### src/rtl/axilite_slave_regfile.sv
// rtl/axilite_slave_regfile.sv - AXI4-Lite responder exposing a bank of 32-bit control registers
module axilite_slave_regfile #(
   parameter int AXI_DATA_WIDTH = 32,
   parameter int AXI_ADDR_WIDTH = 32,
   parameter int REG_NUM        = 16,
   parameter int REG_ADDR_LSB   = 2
) (
   input  logic                          axi_clk,
   input  logic                          reset,
   input  logic [AXI_ADDR_WIDTH-1:0]     s_axi_awaddr,
   input  logic [2:0]                    s_axi_awprot,
   input  logic                          s_axi_awvalid,
   output logic                          s_axi_awready,
   input  logic [AXI_DATA_WIDTH-1:0]     s_axi_wdata,
   input  logic [AXI_DATA_WIDTH/8-1:0]   s_axi_wstrb,
   input  logic                          s_axi_wvalid,
   output logic                          s_axi_wready,
   output logic [1:0]                    s_axi_bresp,
   output logic                          s_axi_bvalid,
   input  logic                          s_axi_bready,
   input  logic [AXI_ADDR_WIDTH-1:0]     s_axi_araddr,
   input  logic [2:0]                    s_axi_arprot,
   input  logic                          s_axi_arvalid,
   output logic                          s_axi_arready,
   output logic [AXI_DATA_WIDTH-1:0]     s_axi_rdata,
   output logic [1:0]                    s_axi_rresp,
   output logic                          s_axi_rvalid,
   input  logic                          s_axi_rready,
   output logic [REG_NUM*AXI_DATA_WIDTH-1:0] reg_out,
   output logic [REG_NUM-1:0]            reg_wr_pulse,
   input  logic [AXI_DATA_WIDTH-1:0]     status_in
);

   localparam int IDX_W  = $clog2(REG_NUM);
   localparam int STRB_W = AXI_DATA_WIDTH / 8;
   localparam logic [IDX_W-1:0] RO_IDX = IDX_W'(REG_NUM - 1);
   localparam logic [1:0] RESP_OKAY   = 2'b00;
   localparam logic [1:0] RESP_SLVERR = 2'b10;

   typedef enum logic [1:0] {W_IDLE, W_ADDR_DATA, W_RESP} w_state_t;
   typedef enum logic {R_IDLE, R_DATA} r_state_t;

   logic [AXI_DATA_WIDTH-1:0] regs [REG_NUM];

   w_state_t                  w_state_q, w_state_n;
   logic                      aw_held_q, aw_held_n;
   logic                      w_held_q, w_held_n;
   logic [IDX_W-1:0]          aw_idx_q, aw_idx_n;
   logic [AXI_DATA_WIDTH-1:0] wdata_q, wdata_n;
   logic [STRB_W-1:0]         wstrb_q, wstrb_n;
   logic                      awready_q, awready_n;
   logic                      wready_q, wready_n;
   logic                      bvalid_q, bvalid_n;
   logic [1:0]                bresp_q, bresp_n;
   logic [REG_NUM-1:0]        pulse_q, pulse_n;
   logic                      commit;

   r_state_t                  r_state_q, r_state_n;
   logic                      arready_q, arready_n;
   logic                      rvalid_q, rvalid_n;
   logic [AXI_DATA_WIDTH-1:0] rdata_q, rdata_n;
   logic [1:0]                rresp_q, rresp_n;

   logic                      aw_fire, w_fire;
   logic [IDX_W-1:0]          aw_idx_in, ar_idx_in;

   // Protection bits and upper address bits carry no meaning for this bank.
   logic unused_bits;
   assign unused_bits = ^{s_axi_awprot, s_axi_arprot, s_axi_awaddr, s_axi_araddr};

   assign aw_fire   = s_axi_awvalid && awready_q;
   assign w_fire    = s_axi_wvalid && wready_q;
   assign aw_idx_in = s_axi_awaddr[REG_ADDR_LSB +: IDX_W];
   assign ar_idx_in = s_axi_araddr[REG_ADDR_LSB +: IDX_W];

   // Write FSM next state: AW and W are captured independently, then committed together.
   always_comb begin
      w_state_n = w_state_q;
      aw_held_n = aw_held_q;
      w_held_n  = w_held_q;
      aw_idx_n  = aw_idx_q;
      wdata_n   = wdata_q;
      wstrb_n   = wstrb_q;
      awready_n = awready_q;
      wready_n  = wready_q;
      bvalid_n  = bvalid_q;
      bresp_n   = bresp_q;
      pulse_n   = '0;
      commit    = 1'b0;
      case (w_state_q)
         W_IDLE: begin
            if (aw_fire) begin
               aw_held_n = 1'b1;
               aw_idx_n  = aw_idx_in;
            end
            if (w_fire) begin
               w_held_n = 1'b1;
               wdata_n  = s_axi_wdata;
               wstrb_n  = s_axi_wstrb;
            end
            if (aw_held_n && w_held_n) begin
               w_state_n = W_ADDR_DATA;
               awready_n = 1'b0;
               wready_n  = 1'b0;
               // Pulse is launched on entry so it is high during the commit cycle.
               if (aw_idx_n != RO_IDX) pulse_n[aw_idx_n] = 1'b1;
            end else begin
               awready_n = !aw_held_n;
               wready_n  = !w_held_n;
            end
         end
         W_ADDR_DATA: begin
            commit    = 1'b1;
            aw_held_n = 1'b0;
            w_held_n  = 1'b0;
            bvalid_n  = 1'b1;
            bresp_n   = (aw_idx_q == RO_IDX) ? RESP_SLVERR : RESP_OKAY;
            w_state_n = W_RESP;
         end
         W_RESP: begin
            if (bvalid_q && s_axi_bready) begin
               bvalid_n  = 1'b0;
               awready_n = 1'b1;
               wready_n  = 1'b1;
               w_state_n = W_IDLE;
            end
         end
         default: w_state_n = W_IDLE;
      endcase
   end

   // Write FSM state and registered write-channel outputs.
   always_ff @(posedge axi_clk or posedge reset) begin
      if (reset) begin
         w_state_q <= W_IDLE;
         aw_held_q <= 1'b0;
         w_held_q  <= 1'b0;
         aw_idx_q  <= '0;
         wdata_q   <= '0;
         wstrb_q   <= '0;
         awready_q <= 1'b0;
         wready_q  <= 1'b0;
         bvalid_q  <= 1'b0;
         bresp_q   <= RESP_OKAY;
         pulse_q   <= '0;
      end else begin
         w_state_q <= w_state_n;
         aw_held_q <= aw_held_n;
         w_held_q  <= w_held_n;
         aw_idx_q  <= aw_idx_n;
         wdata_q   <= wdata_n;
         wstrb_q   <= wstrb_n;
         awready_q <= awready_n;
         wready_q  <= wready_n;
         bvalid_q  <= bvalid_n;
         bresp_q   <= bresp_n;
         pulse_q   <= pulse_n;
      end
   end

   // Register bank: byte-masked commit; the status index is never stored.
   always_ff @(posedge axi_clk or posedge reset) begin
      if (reset) begin
         for (int i = 0; i < REG_NUM; i++) regs[i] <= '0;
      end else if (commit && aw_idx_q != RO_IDX) begin
         for (int b = 0; b < STRB_W; b++) begin
            if (wstrb_q[b]) regs[aw_idx_q][8*b +: 8] <= wdata_q[8*b +: 8];
         end
      end
   end

   // Read FSM next state: data is sampled at AR acceptance and held until taken.
   always_comb begin
      r_state_n = r_state_q;
      arready_n = arready_q;
      rvalid_n  = rvalid_q;
      rdata_n   = rdata_q;
      rresp_n   = rresp_q;
      case (r_state_q)
         R_IDLE: begin
            if (s_axi_arvalid && arready_q) begin
               r_state_n = R_DATA;
               arready_n = 1'b0;
               rvalid_n  = 1'b1;
               rdata_n   = (ar_idx_in == RO_IDX) ? status_in : regs[ar_idx_in];
               rresp_n   = RESP_OKAY;
            end else begin
               arready_n = 1'b1;
            end
         end
         R_DATA: begin
            if (s_axi_rready) begin
               r_state_n = R_IDLE;
               rvalid_n  = 1'b0;
               arready_n = 1'b1;
            end
         end
         default: r_state_n = R_IDLE;
      endcase
   end

   // Read FSM state and registered read-channel outputs.
   always_ff @(posedge axi_clk or posedge reset) begin
      if (reset) begin
         r_state_q <= R_IDLE;
         arready_q <= 1'b0;
         rvalid_q  <= 1'b0;
         rdata_q   <= '0;
         rresp_q   <= RESP_OKAY;
      end else begin
         r_state_q <= r_state_n;
         arready_q <= arready_n;
         rvalid_q  <= rvalid_n;
         rdata_q   <= rdata_n;
         rresp_q   <= rresp_n;
      end
   end

   genvar g;
   generate
      for (g = 0; g < REG_NUM; g++) begin : g_reg_out
         assign reg_out[g*AXI_DATA_WIDTH +: AXI_DATA_WIDTH] = regs[g];
      end
   endgenerate

   assign s_axi_awready = awready_q;
   assign s_axi_wready  = wready_q;
   assign s_axi_bvalid  = bvalid_q;
   assign s_axi_bresp   = bresp_q;
   assign s_axi_arready = arready_q;
   assign s_axi_rvalid  = rvalid_q;
   assign s_axi_rdata   = rdata_q;
   assign s_axi_rresp   = rresp_q;
   assign reg_wr_pulse  = pulse_q;

endmodule

### config.mk
export PLATFORM = sky130hd
export DESIGN_NAME = axilite_slave_regfile
export DESIGN_NICKNAME = d
export VERILOG_FILES = /design/src/rtl/axilite_slave_regfile.sv
export SDC_FILE = /design/constraint.sdc
export NUM_CORES = 1
export LEC_CHECK = 0
export ABC_AREA = 1
export BUFFER_PORTS_ARGS = -buffer_cell sky130_fd_sc_hd__buf_2
export CAP_MARGIN = 10
export CORE_AREA = 2 2 279 281
export CTS_BUF_LIST = sky130_fd_sc_hd__clkbuf_2
export CTS_CLUSTER_SIZE = 10
export DETAILED_ROUTE_END_ITERATION = 7
export DIE_AREA = 0 0 281 283
export SLEW_MARGIN = 40
export SYNTH_ARGS = -nofsm -noshare
export SYNTH_HDL_FRONTEND = slang
export SYNTH_SLANG_ARGS = --single-unit
### constraint.sdc
create_clock -name axi_clk -period 61.2 [get_ports axi_clk]
set_input_delay 9.18 -clock axi_clk [delete_from_list [all_inputs] [get_ports axi_clk]]
set_output_delay 9.18 -clock axi_clk [all_outputs]
set_load 0.01 [all_outputs]
* Word-level counts from Yosys, hierarchy flattened
Index checks and enable logic that the tools add are counted.
Word-level totals: register bits after elaboration 612, input bits 145, word-level logic and storage cells 126
Cells by class: magnitude comparators 5, equality and inequality tests 10, mux-type cells 57, bitwise logic cells 3, reduce and logical (&&, ||, !) cells 20
Operator list (count):
- $mux 512 | 7
- $bwmux 512 | 4
- $demux 32 s4 | 4
- $bmux 32 s4 | 1
- $mux 32 | 4
- $mux 16 | 4
- $mux 24 | 1
- $mux 1 | 16
- $pmux 1 s2 | 8
- $reduce_and 2->1 | 6
- $ge 5x5->1 const B | 2
- $not 4->5 | 2
- $eq 4x4->1 const B | 2
- $logic_and 1x1->1 | 8
- $mux 4 | 2
- $mux 8 | 1
- $ne 2x2->1 const B | 4
- $ne 4x4->1 const B | 2
- $mux 2 | 3
- $pmux 2 s3 | 1
- $reduce_bool 2->1 | 3
- $lt 4x5->1 const B | 1
- $lt 5x1->1 const B | 1
- $demux 1 s4 | 1
- other kinds (6) | 7

* Depth between registers and ports, before layout
depth in word-level cells 16, gate-level depth with buffers 12, depth with buffers taken out 10

* Worst setup path before layout
No wires, ideal clock.
path kind input -> register, start in s_axi_araddr[3], end reg rdata_q[0] (netlist: s_axi_rdata[0]), library setup time 0.117 ns, arrival 10.304 ns, slack 50.779 ns, stages on the path 7, buffers on the path 2, path through buf_2 -> clkinv_1 -> nor3_1 -> clkbuf_1 -> a21oi_1 -> nand2_1 -> nand2_1
On the way: cells in the longest elaborated chain, start to end 5, elaborated cells between the ends (all ways) 6
RTL lines:
- start, declared | RTL line 21 | input logic [AXI_ADDR_WIDTH-1:0] s_axi_araddr,
- $not 4->5 (implied by the code) | RTL line 185 | rdata_n = (ar_idx_in == RO_IDX) ? status_in : regs[ar_idx_in];
- $bmux 32 s4 | RTL line 185
- $mux 32 (implied by the code) (2 in a row) | RTL line 185
- $mux 32 (*) | RTL line 185
- end signal, assigned | RTL line 214 | rdata_q <= rdata_n;
- end, declared | RTL line 61 | logic [AXI_DATA_WIDTH-1:0] rdata_q, rdata_n;
Every way passes the cells marked *; elsewhere a longest branch is shown, timed or not. The select of a mux whose other input is x is not followed. A chain may end at the register's enable or synchronous reset.

* Final worst setup path
start reg regs (netlist bit reg_out[0]), end out reg_out[0]
RTL lines:
- start, declared | RTL line 43 | logic [AXI_DATA_WIDTH-1:0] regs [REG_NUM];
- start signal, assigned by index | RTL line 167 | if (wstrb_q[b]) regs[aw_idx_q][8*b +: 8] <= wdata_q[8*b +: 8];
- end, declared | RTL line 29 | output logic [REG_NUM*AXI_DATA_WIDTH-1:0] reg_out,
No word-level cell between the ends.

==> results.cfg <==
[worst_setup_path]
crit_required_ns = 52.02
critical_path_class = reg2out
worst_setup_path_start_kind = register
path_cells = buf_2
cp-end-kind = primary output
slowest_delay_ns = 0.50
slowest_stage = dfrtp_1
arrival_ns = 2.05
crit_path_max_fanout = 3
crit_buf_inv = 1
cp_top_family = flip-flops

[placement]
place.gp.congestion = 0.8983
dpl-instance-area_sq_mm = 0.03180
post-dp-hpwl_um = 77160
portBuffers = 647

[cells_and_area]
fin_util_pct = 43.42
regArea_sq_mm = 0.01526
multi_input_area_sq_mm = 0.01002
syn2layout_area_growth_pct = 19.24
fin_area_sq_mm = 0.03330
final_nets = 4360
drive_gt1_share_pct = 23.00
n_fill_cell = 8041

[yosys]
yosysSeqAreaShare_pct = 54.65
yosys.cell_types.count = 22
synthTopCellsByArea = dfrtp_1 (55%), nand2_1 (17%), o21ai_0 (8.8%)
synth_area_per_cell_sq_um = 7.741
ys.warnings.count = 0
synth_top_area_cell = dfrtp_1
post_synth_inst_count = 3608
netlist_area_sq_mm = 0.02793
yosysTopAreaCellShare_pct = 54.65
synth_seq_cells = 610

[clock_network]
h-tree-depth = 4
clk_pin_slew_ns = 0.10
clk_path_buf_depth = 3
clock_latency_ns = 1.40
cts_made_buffers = 165
cts_tree = done
cts_root_buffer = clkbuf_2
post_cts_buffers = 0
cts_resized = 0
hold_buffers = 0
clock-sinks = 610

[routing]
wl_per_cell_um = 20.57
drtIter0Drc = 2023
via_per_inst = 4.899
postRouteAntennaNets = 0
drc = 0
routed_wl_um = 110700
vias = 26360
dr.pass1.iters = 7

[power_and_ir_drop]
power_density_mw_per_mm2 = 47.57
switching_share_pct = 45.52
clockPowerShare_pct = 18.4
switching_power_uw = 721.2
p_int_uw = 863.1
ir_drop_mv = 0.02486
p_comb_share_pct = 39.6
leakage_uw = 0.01867
p_seq_share_pct = 42.0

[floorplan]
start_util_pct = 36.41
dieArea_sq_mm = 0.07952
fp.dieW_um = 281
row_count = 102
dieHeight_um = 283
core_area_sq_mm = 0.07670
io_pins = 714

[timing]
relSlewSlack_pct = 40.74
worst_slew_pin_slew_ns = 0.8888
report.final.hold_viol_count = 0
rsz0062_at_grt = false
max_freq_ghz = 0.08903
fin_skew_ns = 0.09306
fin_crit_sh_pct = 18.35
slew_viol_final = 0
setup_violations = 0
min_period_ns = 11.23
fin_setup_tns_ns = 0

[global_route]
grt_pass1_vias = 24790
grt_pass1_wl_um = 163600
grt_usage_pct = 27.68
grt_max_degree = 145
antenna_found_initial = 6
gr-total-overflow = 0

[outcome]
status = complete, no violations

[worst_hold_path]
hold_path_class = reg2reg

[run]
cap_violations = 0
[synth_stat cells]
cell / count
inv_2: 1
buf_4: 4
conb_1: 1
nor2_4: 5
clkinv_1: 1
nand3_1: 293
buf_1: 15
inv_1: 440
buf_2: 75
clkbuf_1: 144
o21a_1: 1
or2_2: 1
o21ai_0: 491
a21oi_1: 72
nor3_1: 4
dfrtp_1: 610
nand2_1: 1300
buf_6: 4
nor2_1: 73
o21ai_4: 1
o21ai_1: 32
nand2_2: 40
[power by group through the flow]
stage | sequential, uW | combinational (uW) | clock [uW]
floorplan | 716 | 272 | 0
global placement | 667 | 620 | 0
detailed placement | 671 | 630 | 0
CTS | 664 | 632 | 300
global route | 686 | 697 | 323
finish | 666 | 627 | 291
[layout by cell type (no fill, tap or decap), types with 5 or more instances in the layout]
| master | count |
|---|---|
| nand2_2 | 40 |
| clkinv_4 | 5 |
| nor2_4 | 7 |
| nor2_1 | 69 |
| a21oi_1 | 72 |
| buf_2 | 645 |
| clkinv_1 | 29 |
| buf_4 | 24 |
| nand3_1 | 291 |
| clkbuf_2 | 241 |
| nand2_1 | 1300 |
| o21ai_1 | 32 |
| inv_1 | 435 |
| o21ai_0 | 491 |
| dfrtp_1 | 610 |
| buf_6 | 5 |
| diode_2 | 6 |
[cell families after synthesis]
group	share of synthesized area [%]
other	0.01343
flip-flops	54.65
AO/OA/AOI/OAI	10.75
buffers and inverters	9.690
AND/OR/NAND/NOR	24.89
[through the flow]
stage,total power [uW],setup WS [ns],hold WS (ns),std cells
after floorplan,988.0,34.94,0.4893,3611
after global placement,1287,48.88,0.3602,5086
after detailed placement,1301,49.13,0.3604,5087
after CTS,1597,49.77,0.3800,5373
after global routing,1706,49.82,0.3892,5377
final,1584,49.97,0.3737,5380
[routing by layer]
metal  share of wire, %  global-route usage, %  up-vias
li1                   -                      -    12510
met1                 41                  35.36    12540
met2                 46                  43.44     1087
met3                9.1                  8.815      224
met4                4.0                  11.02        0
met5                  0                      0        -
[state kept, by name (all words and copies together) (netlist names)]
register	flops
s_axi_rdata	32
w_held_q	1
s_axi_rvalid	1
r_state_q	1
aw_idx_q	4
w_state_q	2
s_axi_arready	1
s_axi_wready	1
aw_held_q	1
wstrb_q	4
reg_wr_pulse	15
s_axi_bresp	1
s_axi_bvalid	1
s_axi_awready	1
reg_out	512
wdata_q	32
[worst register-to-register path, stage by stage, from the launching register on]
cell	delay [ns]
dfrtp_1	0.44
nor2_1	0.47
nand3_4	0.67
buf_4	0.59
nor2_1	0.35
a21oi_1	0.08
[final timing paths]
kind	slack (ns)	end	depth (start not counted)	startpoint
worst max-delay path	49.97	reg_out[0]	1	reg_out[0]
worst min-delay path	0.37	reg_out[508]	0	reg_out[508]
worst max register to register	58.45	wdata_q[20]	5	w_state_q[1]
min in group asynchronous	7.84	reg_out[482]	2	reset
worst min register to register	0.37	reg_out[508]	0	reg_out[508]
max in group asynchronous	51.08	reg_out[344]	6	reset
[layout make-up]
| class | instances | share of cell area (%) |
|---|---|---|
| Antenna cell | 6 | 0.04509 |
| Inverter | 442 | 5.057 |
| Timing Repair Buffer | 679 | 10.73 |
| Clock inverter | 45 | 0.7139 |
| Multi-Input combinational cell | 2317 | 30.09 |
| Sequential cell | 610 | 45.84 |
| Tap cell | 1040 | 3.907 |
| Clock buffer | 241 | 3.622 |
Note: power is estimated with default switching activity, not from simulation.
